**src/rtl/memory_access_phase_pkg.sv**
```systemverilog
// rtl/memory_access_phase_pkg.sv - shared widths, opcodes, state encoding for the memory stage
//
// Holds the register/opcode widths, the opcode values the memory stage decodes,
// the default data-BRAM read latency and the memory-access state enum, plus
// small opcode-class helpers shared by the stage and its bench.

package memory_access_phase_pkg;

  localparam int REG_W    = 32;
  localparam int OPCODE_W = 6;

  localparam logic [OPCODE_W-1:0] OPCODE_LW    = 6'h23;
  localparam logic [OPCODE_W-1:0] OPCODE_SW    = 6'h2B;
  localparam logic [OPCODE_W-1:0] OPCODE_LWCZ  = 6'h31;
  localparam logic [OPCODE_W-1:0] OPCODE_SWCZ  = 6'h39;
  localparam logic [OPCODE_W-1:0] OPCODE_ININT = 6'h3A;
  localparam logic [OPCODE_W-1:0] OPCODE_INFLT = 6'h3B;
  // Representative non-memory opcode; the stage treats it as a pass-through.
  localparam logic [OPCODE_W-1:0] OPCODE_ADD   = 6'h20;

  localparam int DEFAULT_RD_LATENCY = 2;

  // Wide enough to hold the largest legal read latency (4).
  localparam int LAT_CNT_W = 3;

  typedef enum logic [1:0] {
    MA_IDLE    = 2'd0,
    MA_RD_WAIT = 2'd1,
    MA_IO_WAIT = 2'd2,
    MA_FIN     = 2'd3
  } mem_access_state_t;

  function automatic logic is_load_op(input logic [OPCODE_W-1:0] op);
    return (op == OPCODE_LW) || (op == OPCODE_LWCZ);
  endfunction

  function automatic logic is_store_op(input logic [OPCODE_W-1:0] op);
    return (op == OPCODE_SW) || (op == OPCODE_SWCZ);
  endfunction

  // ININT and INFLT move the FIFO word identically; only the destination
  // register file differs, and that is chosen at write-back.
  function automatic logic is_input_op(input logic [OPCODE_W-1:0] op);
    return (op == OPCODE_ININT) || (op == OPCODE_INFLT);
  endfunction

endpackage

```
**src/rtl/memory_access_phase_latency_counter.sv**
```systemverilog
// rtl/memory_access_phase_latency_counter.sv - loadable down-counter with zero flag
//
// Ports:
//   clk, rst   clock, asynchronous active-high reset
//   load       load count with load_val (has priority over dec)
//   load_val   value to load
//   dec        decrement by one; saturates at zero
//   count      current count
//   zero       count == 0

module memory_access_phase_latency_counter #(
  parameter int W = 3
) (
  input  logic         clk,
  input  logic         rst,
  input  logic         load,
  input  logic [W-1:0] load_val,
  input  logic         dec,
  output logic [W-1:0] count,
  output logic         zero
);

  always_ff @(posedge clk or posedge rst) begin
    if (rst) begin
      count <= '0;
    end else if (load) begin
      count <= load_val;
    end else if (dec && (count != '0)) begin
      count <= count - 1'b1;
    end
  end

  assign zero = (count == '0);

endmodule

```
**src/rtl/memory_access_phase.sv**
```systemverilog
// rtl/memory_access_phase.sv - multi-cycle memory stage ahead of write-back
//
// Performs the data-side effect of one instruction per accepted start:
// BRAM load, BRAM store, or a single pop from the input FIFO. Everything
// else completes with no side effect. done pulses once ld_data is final.
//
// Ports:
//   clk, rst     clock, asynchronous active-high reset
//   start        one-cycle request, accepted only when idle and not busy
//   opcode       instruction opcode
//   addr         effective word address (upper bits beyond DMEM_AW ignored)
//   st_data      store data
//   done         one-cycle completion pulse
//   busy         high from the accepted start through the done cycle
//   ld_data      load / input result, held until the next accepted start
//   mem_addr     data-BRAM word address (holds between accesses)
//   mem_wdata    data-BRAM write data
//   mem_we       data-BRAM write enable (one cycle per store)
//   mem_rdata    data-BRAM read data
//   in_valid     input FIFO non-empty
//   in_data      input FIFO head word
//   in_pop       pop input FIFO head (one cycle per input instruction)

module memory_access_phase
  import memory_access_phase_pkg::*;
#(
  parameter int RD_LATENCY = DEFAULT_RD_LATENCY,
  parameter int DMEM_AW    = 17
) (
  input  logic                clk,
  input  logic                rst,
  input  logic                start,
  input  logic [OPCODE_W-1:0] opcode,
  input  logic [REG_W-1:0]    addr,
  input  logic [REG_W-1:0]    st_data,
  output logic                done,
  output logic                busy,
  output logic [REG_W-1:0]    ld_data,
  output logic [DMEM_AW-1:0]  mem_addr,
  output logic [REG_W-1:0]    mem_wdata,
  output logic                mem_we,
  input  logic [REG_W-1:0]    mem_rdata,
  input  logic                in_valid,
  input  logic [REG_W-1:0]    in_data,
  output logic                in_pop
);

  mem_access_state_t    state;
  logic                 accept;
  logic                 cnt_load;
  logic                 cnt_dec;
  logic                 cnt_zero;
  logic [LAT_CNT_W-1:0] cnt_count;
  logic                 rd_last;
  logic                 unused_addr_hi;

  // busy is still high during the done cycle, so a start overlapping done
  // is dropped rather than silently merged into the finishing instruction.
  assign accept   = (state == MA_IDLE) && start && !busy;
  assign cnt_load = accept && is_load_op(opcode);
  assign cnt_dec  = (state == MA_RD_WAIT);

  // The counter is loaded with RD_LATENCY on the edge that drives mem_addr
  // and reaches 1 on the edge RD_LATENCY-1 cycles later; sampling mem_rdata
  // on that next edge lands exactly RD_LATENCY edges after the address.
  // The zero term only guards against a stuck count.
  assign rd_last  = (cnt_count == LAT_CNT_W'(1)) || cnt_zero;

  assign unused_addr_hi = ^addr[REG_W-1:DMEM_AW];

  memory_access_phase_latency_counter #(
    .W (LAT_CNT_W)
  ) u_rd_counter (
    .clk      (clk),
    .rst      (rst),
    .load     (cnt_load),
    .load_val (LAT_CNT_W'(RD_LATENCY)),
    .dec      (cnt_dec),
    .count    (cnt_count),
    .zero     (cnt_zero)
  );

  always_ff @(posedge clk or posedge rst) begin
    if (rst) begin
      state     <= MA_IDLE;
      done      <= 1'b0;
      busy      <= 1'b0;
      mem_we    <= 1'b0;
      in_pop    <= 1'b0;
      ld_data   <= '0;
      mem_addr  <= '0;
      mem_wdata <= '0;
    end else begin
      // Strobes are single-cycle by default; states below re-raise them.
      done   <= 1'b0;
      mem_we <= 1'b0;
      in_pop <= 1'b0;

      case (state)
        MA_IDLE: begin
          busy <= accept;
          if (accept) begin
            if (is_load_op(opcode)) begin
              mem_addr <= addr[DMEM_AW-1:0];
              state    <= MA_RD_WAIT;
            end else if (is_store_op(opcode)) begin
              mem_addr  <= addr[DMEM_AW-1:0];
              mem_wdata <= st_data;
              mem_we    <= 1'b1;
              state     <= MA_FIN;
            end else if (is_input_op(opcode)) begin
              state <= MA_IO_WAIT;
            end else begin
              state <= MA_FIN;
            end
          end
        end

        MA_RD_WAIT: begin
          if (rd_last) begin
            ld_data <= mem_rdata;
            state   <= MA_FIN;
          end
        end

        MA_IO_WAIT: begin
          // No timeout: the stage waits for the FIFO indefinitely. The head
          // word is stable until popped, so a registered pop is safe.
          if (in_valid) begin
            ld_data <= in_data;
            in_pop  <= 1'b1;
            state   <= MA_FIN;
          end
        end

        MA_FIN: begin
          done  <= 1'b1;
          state <= MA_IDLE;
        end

        default: begin
          state <= MA_IDLE;
        end
      endcase
    end
  end

endmodule

```
**config.mk**
```make
export PLATFORM = sky130hd
export DESIGN_NAME = memory_access_phase
export DESIGN_NICKNAME = d
export VERILOG_FILES = /design/src/rtl/memory_access_phase_pkg.sv /design/src/rtl/memory_access_phase_latency_counter.sv /design/src/rtl/memory_access_phase.sv
export SDC_FILE = /design/constraint.sdc
export NUM_CORES = 1
export LEC_CHECK = 0
export BUFFER_PORTS_ARGS = -buffer_cell sky130_fd_sc_hd__clkbuf_2
export CORE_MARGIN = 1
export CORE_UTILIZATION = 25
export CTS_CLUSTER_SIZE = 8
export DETAILED_ROUTE_END_ITERATION = 7
export PLACE_DENSITY = 0.53
export SETUP_SLACK_MARGIN = 0.1
export SLEW_MARGIN = 20
export SYNTH_ARGS = -nofsm -noshare
export SYNTH_HDL_FRONTEND = slang
export SYNTH_SLANG_ARGS = --single-unit
```
**constraint.sdc**
```tcl
create_clock -name clk -period 3.5 [get_ports clk]
set_input_delay 0.175 -clock clk [delete_from_list [all_inputs] [get_ports clk]]
set_output_delay 0.175 -clock clk [all_outputs]
set_load 0.005 [all_outputs]
```
==> flow_metrics.env, run 1 <==
export IMPL_syn_nets=407
export IMPL_io_pins=223
export IMPL_worst_path_stages=6
export IMPL_cts_tree="built"
export IMPL_drtAntennaViolNets=0
export IMPL_syn_avg_cell_area_um2=15.3
export IMPL_io_buffers=207
export IMPL_antenna_found_initial=0
export IMPL_crit_reg2reg_launch="state[0]"
export IMPL_p_seq_frac=0.360
export IMPL_critical_path_top_delay_family="buffers and inverters"
export IMPL_clk_insertion_delay_late_ps=340
export IMPL_syn_area_um2=3990
export IMPL_synth_edff_count=0
export IMPL_grt_max_degree=42
export IMPL_die_y_um=128
export IMPL_maxSlewHeadroom=0.488
export IMPL_rsz0062_at_grt="no"
export IMPL_ys_seq_elements=90
export IMPL_yosys_most_used_dff="dfrtp_1"
export IMPL_async_flop_share=1.00
export IMPL_fin_crit_ps=2120
export IMPL_max_clock_freq_mhz=472
export IMPL_clk_pin_slew_ps=60
export IMPL_cap_violations=0
export IMPL_cp_required_ps=3720
export IMPL_crit_path_end="mem_wdata[7]"
export IMPL_yosysWarnings=0
export IMPL_critPathLaunchType="register"
export IMPL_worstMarginPinSlew_ps=766
export IMPL_gp_congestion=0.653
export IMPL_reg2reg_depth=6
export IMPL_comb_power_share=0.387
export IMPL_critical_path_max_stage_delay_ps=410
export IMPL_synth_top_area_share=0.564
export IMPL_power_density_nw_per_um2=789
export IMPL_antenna_cells=0
export IMPL_first_pass_iters=2
export IMPL_route_detailed_wl_per_inst_um=12.4
export IMPL_die_w_um=128
export IMPL_grt_usage=0.107
export IMPL_ff2ff_setup_slack_ps=1380
export IMPL_worstPathMaxFanout=33
export IMPL_final_hold_viol_count=0
export IMPL_cts_buffer_depth=2
export IMPL_ys_types=31
export IMPL_grt_pass1_wl_mm=13.4
export IMPL_fin_worst_skew_ps=6.71
export IMPL_dp_hpwl_mm=6.55
export IMPL_netlist_top_cells_area="dfrtp_1, mux2_2, ha_1, buf_6, mux2_1"
export IMPL_viasPerCell=4.14
export IMPL_ctsHtreeMaxLevel=3
export IMPL_drt_total_wl_mm=8.57
export IMPL_grt_overflow_total=0
export IMPL_cp_cell_sequence="inv_1, ha_1, nand3b_4, nor4_4, buf_4, mux2_2"
export IMPL_rr_endpoint="mem_wdata[7]"
export IMPL_cts_sinks=90
export IMPL_drc=0
export IMPL_num_rows=45
export IMPL_vdd_drop_max_mv=0.360
export IMPL_grt_pass1_vias=2948
export IMPL_min_delay_start="st_data[14]"
export IMPL_yosysSeqAreaShare=0.564
export IMPL_switching_share=0.294
export IMPL_hold_class="input pin to register"
export IMPL_die_area_um2=16500
export IMPL_numCtsBuffers=9
export IMPL_vias=2858
export IMPL_fillCellCount=1522
export IMPL_regArea_um2=2250
export IMPL_setup_viol=0
export IMPL_switching_power_w=0.00130
export IMPL_multi_input_area_um2=1630
export IMPL_intPower_w=0.00313
export IMPL_syn_inst=261
export IMPL_initial_utilization=0.260
export IMPL_crit_type="register to register"
export IMPL_clockPowerShare=0.253
export IMPL_area_growth_pct=40.7
export IMPL_drt_initial_drc_count=49
export IMPL_hold_ws_ps=47.7
export IMPL_finalNetCount=620
export IMPL_crit_slowest_cell="dfrtp_1"
export IMPL_cts_root_buffer="clkbuf_16"
export IMPL_total_power_w=0.00443
export IMPL_slew_violations=0
export IMPL_status="completed"
export IMPL_crit_start="state[0]"
export IMPL_yosys_area_top_type="dfrtp_1"
export IMPL_drive_gt1_frac=0.716
export IMPL_dp_cells=673
export IMPL_core_area_um2=15400
export IMPL_cp_end_kind="register"
export IMPL_setup_tns_ps=0
export IMPL_critPathBufInv=2
export IMPL_instances_no_fill=690
export IMPL_fin_crit_sh=0.605
export IMPL_arrival_ps=2340
export IMPL_p_leak_nw=2.93
-- metal layers --
metal | track usage | wire [µm] | part of all wire
met1 | 0.115 | 3420 | 0.40
met3 | 0.0366 | 833 | 0.097
met2 | 0.186 | 4140 | 0.48
met4 | 0.0602 | 182 | 0.021
met5 | 0 | 0 | 0
-- final cells by class --
cell class	count	share of cell area
timing repair buffer	213	0.193
multi-input combinational	151	0.291
clock inverter	6	0.0200
sequential	90	0.401
inverter	9	0.00623
tap	211	0.0470
clock buffer	10	0.0425
-- cell usage in the layout, fill, tap and decap left out, drive strengths merged, types with 2 or more instances in the layout --
cell type,Yosys,routed
mux2,114,114
ha,8,8
nor2b,2,2
clkbuf,4,217
nor2,2,2
nand2b,2,2
o21ai,3,3
dfrtp,90,90
nand3b,3,3
bufinv,0,3
inv,9,9
nor4,2,2
clkinv,0,3
buf,7,5
-- cell usage after synthesis (all sizes together), types with 2 or more instances --
| cell | instances |
|---|---|
| nor4 | 2 |
| nor2 | 2 |
| dfrtp | 90 |
| buf | 7 |
| nand2b | 2 |
| mux2 | 114 |
| clkbuf | 4 |
| ha | 8 |
| nand3b | 3 |
| inv | 9 |
| o21ai | 3 |
| nor2b | 2 |
-- power by group through the flow --
stage	logic (W)	registers (W)	clock network (W)
after floorplan	0.00112	0.00163	0
after global placement	0.00172	0.00160	0
after detailed placement	0.00176	0.00162	0
after CTS	0.00177	0.00160	0.00117
after global routing	0.00189	0.00165	0.00122
final	0.00171	0.00160	0.00112
-- kinds of logic (layout without fill, tap and decap cells) --
family | after synthesis | in the layout | share of synthesized area
fa+ha+maj | 8 | 8 | 0.0251
buf+inv | 20 | 238 | 0.0291
compound gates | 11 | 11 | 0.0207
mux | 115 | 115 | 0.324
xor+xnor | 1 | 1 | 0.00219
flops | 90 | 90 | 0.564
simple gates | 16 | 16 | 0.0351
-- what timing repair did --
action | in CTS | in global routing
hold buffers | 1 | 0
endpoints found under the hold margin | 10 | 0
endpoints found under the setup margin | 0 | 0
gates resized for setup | 0 | 0
setup buffers | 0 | 0
-- how the worst min path moves through the flow --
stage | to | cells after the start
after floorplan | in_pop | 1
after global placement | mem_we | 2
after detailed placement | mem_wdata[8] | 2
after CTS | mem_wdata[14] | 2
after global routing | mem_addr[11] | 2
final | mem_wdata[14] | 2
-- sequential cells by signal (all words and copies together) (netlist names) --
| signal | flops |
|---|---|
| busy | 1 |
| done | 1 |
| in_pop | 1 |
| ld_data | 32 |
| mem_addr | 17 |
| mem_wdata | 32 |
| mem_we | 1 |
| state | 2 |
| u_rd_counter.count | 3 |
-- worst register-to-register path, stage by stage, from the launching register on --
cell      delay, ps
dfrtp_1         410
inv_1           120
ha_1            250
nand3b_4        140
nor4_4          270
buf_4           410
mux2_2          420
-- through the flow --
step,setup slack [ps],util,cell area (µm²)
after floorplan,990,-,3990
after global placement,1410,0.342,5260
after detailed placement,1350,0.342,5260
after CTS,1340,0.366,5620
after global routing,1200,0.366,5620
final,1380,0.366,5620
(Power assumes the default switching activity.)
==> inputs of run 2 (changes only) <==
==> constraint.sdc (replaced) <==
create_clock -name clk -period 2.15 [get_ports clk]
set_input_delay 0.1075 -clock clk [delete_from_list [all_inputs] [get_ports clk]]
set_output_delay 0.1075 -clock clk [all_outputs]
set_load 0.005 [all_outputs]
==> run 2 against run 1 <==
Highest routed layer unchanged. Critical path depth is 1 higher. Largest cell class unchanged. Combinational power is 73% higher. Setup slack worse by 1200 ps. Core utilization is 3.4 points higher.
==> flow_metrics.env, run 2 (synthesis results as in run 1) <==
export IMPL_antenna_found_initial=0
export IMPL_cp_required_ps=2370
export IMPL_timing_final_ws_setup_ps=200
export IMPL_hold_class="input pin to register"
export IMPL_die_area_um2=16500
export IMPL_critPathLaunchType="register"
export IMPL_max_clock_freq_mhz=513
export IMPL_cp_end_kind="register"
export IMPL_hold_path_depth=2
export IMPL_comb_power_share=0.420
export IMPL_gp_congestion=0.671
export IMPL_drt_initial_drc_count=65
export IMPL_reg_top3="ld_data: 32 flops, mem_wdata: 32 flops, mem_addr: 17 flops"
export IMPL_grt_pass1_vias=3293
export IMPL_num_rows=45
export IMPL_drt_total_wl_mm=9.50
export IMPL_cts_buffer_depth=2
export IMPL_io_pins=223
export IMPL_numCtsBuffers=9
export IMPL_drive_gt1_frac=0.650
export IMPL_fin_crit_ps=1950
export IMPL_finalNetCount=672
export IMPL_cts_tree="built"
export IMPL_cts_sinks=90
export IMPL_grt_max_degree=53
export IMPL_ff2ff_setup_slack_ps=200
export IMPL_critical_path_max_stage_delay_ps=400
export IMPL_instances_no_fill=742
export IMPL_initial_utilization=0.260
export IMPL_route_detailed_wl_per_inst_um=12.8
export IMPL_crit_reg2reg_launch="state[1]"
export IMPL_grt_usage=0.119
export IMPL_grt_overflow_total=0
export IMPL_intPower_w=0.00494
export IMPL_vdd_drop_max_mv=0.601
export IMPL_die_y_um=128
export IMPL_status="completed"
export IMPL_first_pass_iters=4
export IMPL_io_buffers=207
export IMPL_dp_cells=674
export IMPL_switching_share=0.300
export IMPL_critPathBufInv=3
export IMPL_p_leak_nw=3.13
export IMPL_p_seq_frac=0.369
export IMPL_slew_violations=0
export IMPL_min_delay_start="in_valid"
export IMPL_fin_worst_skew_ps=6.11
export IMPL_arrival_ps=2170
export IMPL_place_ws_ps=174
export IMPL_critical_path_top_delay_family="buffers and inverters"
export IMPL_rr_endpoint="mem_wdata[17]"
export IMPL_power_density_nw_per_um2=1150
export IMPL_worstMarginPinSlew_ps=597
export IMPL_viasPerCell=4.11
export IMPL_maxSlewHeadroom=0.599
export IMPL_total_power_w=0.00706
export IMPL_final_cell_mix="clkbuf_2, mux2_2, dfrtp_1"
export IMPL_setup_viol=0
export IMPL_cap_violations=0
export IMPL_drc=0
export IMPL_antenna_cells=0
export IMPL_core_area_um2=15400
export IMPL_crit_type="register to register"
export IMPL_ctsHtreeMaxLevel=3
export IMPL_rsz0062_at_grt="no"
export IMPL_drtAntennaViolNets=0
export IMPL_worstPathMaxFanout=16
export IMPL_clk_pin_slew_ps=60
export IMPL_dp_hpwl_mm=6.60
export IMPL_fin_crit_sh=0.907
export IMPL_hold_end="in_pop"
export IMPL_reg2reg_depth=7
export IMPL_final_hold_viol_count=0
export IMPL_cp_cell_sequence="inv_1, ha_4, nand3b_4, nor4_4, buf_4, clkbuf_16, mux2_2"
export IMPL_setup_tns_ps=0
export IMPL_final_common_cell="clkbuf_2"
export IMPL_clk_insertion_delay_late_ps=340
export IMPL_switching_power_w=0.00212
export IMPL_cts_root_buffer="clkbuf_16"
export IMPL_vias=3049
export IMPL_die_w_um=128
export IMPL_crit_slowest_cell="dfrtp_1"
export IMPL_grt_pass1_wl_mm=15.2
export IMPL_crit_start="state[1]"
export IMPL_area_growth_pct=53.9
export IMPL_clockPowerShare=0.211
==> run 2: cell count changes in the layout (fill, tap and decap cells not counted), moves of 2 or more <==
| cell | delta |
|---|---|
| clkinv_2 | -2 |
| clkbuf_1 | +3 |
| bufinv_16 | -3 |
| clkbuf_8 | +2 |
| clkinvlp_4 | +2 |
| dlygate4sd3_1 | +49 |
| buf_4 | -2 |
| buf_12 | +4 |
==> run 2: worst max path at each step <==
stage	endpoint	slack (ps)	cells past startpoint
floorplan	ld_data[30]	190	6
global placement	mem_wdata[7]	200	6
detailed placement	mem_wdata[10]	170	6
CTS	mem_wdata[8]	150	6
global route	mem_wdata[11]	120	7
finish	mem_wdata[17]	200	7
==> run 2: layer usage <==
metal	track usage	up-vias	wire (µm)
met2	0.222	133	4890
met1	0.121	1455	3690
met4	0.0332	0	95
met3	0.0511	5	836
met5	0	-	0
li1	-	1456	-
==> run 2: power groups by stage <==
stage	combinational, W	sequential (W)	clock, W
6_report	0.00296	0.00260	0.00149
5_1_grt	0.00328	0.00269	0.00165
4_1_cts	0.00300	0.00261	0.00157
3_5_place_dp	0.00292	0.00264	0
3_3_place_gp	0.00286	0.00261	0
2_1_floorplan	0.00182	0.00266	0
==> run 2: metrics by stage <==
step	utilization	cell area (µm²)	hold WS, ps
after floorplan	-	4000	242
after global placement	0.346	5320	207
after detailed placement	0.346	5320	226
after CTS	0.397	6100	40.5
after global routing	0.400	6150	37.6
final	0.400	6150	50.3
==> run 2: layout make-up <==
| cell class | count | area [µm²] |
|---|---|---|
| fill | 1456 | 9220 |
| sequential | 90 | 2250 |
| timing repair buffer | 265 | 1660 |
| multi-input combinational | 151 | 1650 |
| clock buffer | 15 | 278 |
| tap | 211 | 264 |
| inverter | 9 | 37.5 |
| clock inverter | 1 | 7.51 |
==> run 2: repair_timing <==
action	4_1_cts	5_1_grt
setup endpoints to repair	0	32
buffers inserted	0	1
resized for setup	0	3
endpoints found under the hold margin	139	0
hold buffers	50	0
==> inputs of run 3 (changes only) <==
==> constraint.sdc (replaced) <==
create_clock -name clk -period 2.3 [get_ports clk]
set_input_delay 0.115 -clock clk [delete_from_list [all_inputs] [get_ports clk]]
set_output_delay 0.115 -clock clk [all_outputs]
set_load 0.005 [all_outputs]
==> run 3 against run 2 <==
Via count fell by 1.6%. Setup slack improved by 90 ps. Design area shrank 1.0%. Die area did not move. Final cell count decreased by 0.94%. Sequential cell count did not move. Clock-buffer cell count shrank 5. Wire length shrank 2.9%. Critical endpoint is now mem_wdata[31]. Largest power group unchanged.
==> flow_metrics.env, run 3 (synthesis results as in run 1) <==
export IMPL_post_cts_resized=0
export IMPL_reg2reg_depth=6
export IMPL_post_cts_setup_buffers=0
export IMPL_core_area_um2=15400
export IMPL_ff2ff_setup_slack_ps=290
export IMPL_cp_required_ps=2520
export IMPL_cts_root_buffer="clkbuf_16"
export IMPL_numCtsBuffers=9
export IMPL_hold_ws_ps=15.3
export IMPL_drc=0
export IMPL_rsz0062_at_grt="no"
export IMPL_cap_violations=0
export IMPL_crit_type="register to register"
export IMPL_critical_path_top_delay_family="simple AND/OR/NAND/NOR gates"
export IMPL_num_rows=45
export IMPL_vdd_drop_max_mv=0.580
export IMPL_drive_gt1_frac=0.655
export IMPL_status="completed"
export IMPL_worst_path_stages=6
export IMPL_final_hold_viol_count=0
export IMPL_setup_viol=0
export IMPL_vias=2999
export IMPL_antenna_found_initial=0
export IMPL_crit_path_end="mem_wdata[31]"
export IMPL_cp_end_kind="register"
export IMPL_die_w_um=128
export IMPL_viasPerCell=4.08
export IMPL_finalNetCount=665
export IMPL_io_pins=223
export IMPL_dp_hpwl_mm=6.55
export IMPL_place_ws_ps=297
export IMPL_critical_path_max_stage_delay_ps=410
export IMPL_reg_top3="ld_data: 32 flops, mem_wdata: 32 flops, mem_addr: 17 flops"
export IMPL_ctsHtreeMaxLevel=3
export IMPL_route_detailed_wl_per_inst_um=12.6
export IMPL_worstPathMaxFanout=33
export IMPL_p_leak_nw=3.12
export IMPL_cts_tree="built"
export IMPL_fin_crit_sh=0.874
export IMPL_slew_violations=0
export IMPL_worstMarginPinSlew_ps=606
export IMPL_die_y_um=128
export IMPL_timing_final_ws_setup_ps=290
export IMPL_grt_max_degree=91
export IMPL_die_area_um2=16500
export IMPL_fin_worst_skew_ps=8.43
export IMPL_maxSlewHeadroom=0.593
export IMPL_placed_cell_area_um2=5300
export IMPL_initial_utilization=0.260
export IMPL_cp_cell_sequence="inv_1, ha_1, nand3b_4, nor4_4, buf_12, mux2_2"
export IMPL_clk_pin_slew_ps=60
export IMPL_arrival_ps=2230
export IMPL_final_common_cell="clkbuf_2"
export IMPL_area_growth_pct=52.4
export IMPL_crit_reg2reg_launch="state[0]"
export IMPL_cts_hold_buffers=46
export IMPL_cts_buffer_depth=2
export IMPL_critPathBufInv=2
export IMPL_crit_start="state[0]"
export IMPL_drt_total_wl_mm=9.23
export IMPL_max_clock_freq_mhz=498
export IMPL_setup_tns_ps=0
export IMPL_crit_slowest_cell="dfrtp_1"
export IMPL_gp_congestion=0.651
export IMPL_grt_pass1_wl_mm=15.2
export IMPL_final_cell_mix="clkbuf_2, mux2_2, dfrtp_1"
export IMPL_critPathLaunchType="register"
export IMPL_first_pass_iters=4
export IMPL_io_buffers=207
export IMPL_cts_sinks=90
export IMPL_clk_insertion_delay_late_ps=350
export IMPL_antenna_cells=0
export IMPL_hold_class="input pin to register"
export IMPL_drt_initial_drc_count=41
export IMPL_fin_crit_ps=2010
export IMPL_grt_pass1_vias=3228
export IMPL_final_design_area_no_fill_um2=6090
export IMPL_grt_usage=0.120
export IMPL_drtAntennaViolNets=0
export IMPL_grt_overflow_total=0
export IMPL_rr_endpoint="mem_wdata[31]"
export IMPL_power_density_nw_per_um2=1110
run 3: metrics by stage:
stage               std cells   util  total power [W]
global placement          673  0.345          0.00512
finish                    735  0.396          0.00675
detailed placement        673  0.345          0.00519
global route              735  0.396          0.00728
CTS                       735  0.396          0.00691
floorplan                 261      -          0.00419
run 3: layout make-up:
| cell class | instances | area, µm² |
|---|---|---|
| clock inverters | 6 | 90.1 |
| fillers | 1499 | 9280 |
| inverters | 9 | 37.5 |
| flip-flops and latches | 90 | 2250 |
| well taps | 211 | 264 |
| multi-input cells | 151 | 1630 |
| repair buffers | 258 | 1570 |
| clock buffers | 10 | 239 |
run 3: worst min-delay path by stage:
stage          startpoint           end  cells past startpoint
6_report          addr[9]   mem_addr[9]                      2
5_1_grt           addr[9]   mem_addr[9]                      2
4_1_cts           addr[9]   mem_addr[9]                      2
3_5_place_dp          rst        mem_we                      3
3_3_place_gp          rst  mem_wdata[7]                      3
2_1_floorplan    in_valid        in_pop                      1
run 3: routing by layer:
metal | track usage | vias to the layer above | wire length [µm]
li1 | - | 1441 | -
met1 | 0.131 | 1414 | 3800
met2 | 0.211 | 132 | 4530
met3 | 0.0324 | 12 | 691
met4 | 0.0644 | 0 | 203
met5 | 0 | - | 0
run 3: power breakdown:
part | internal [W] | switching, W
logic | 0.00161 | 0.00111
registers | 0.00215 | 0.000275
clock network | 0.000983 | 0.000618
total | 0.00475 | 0.00201
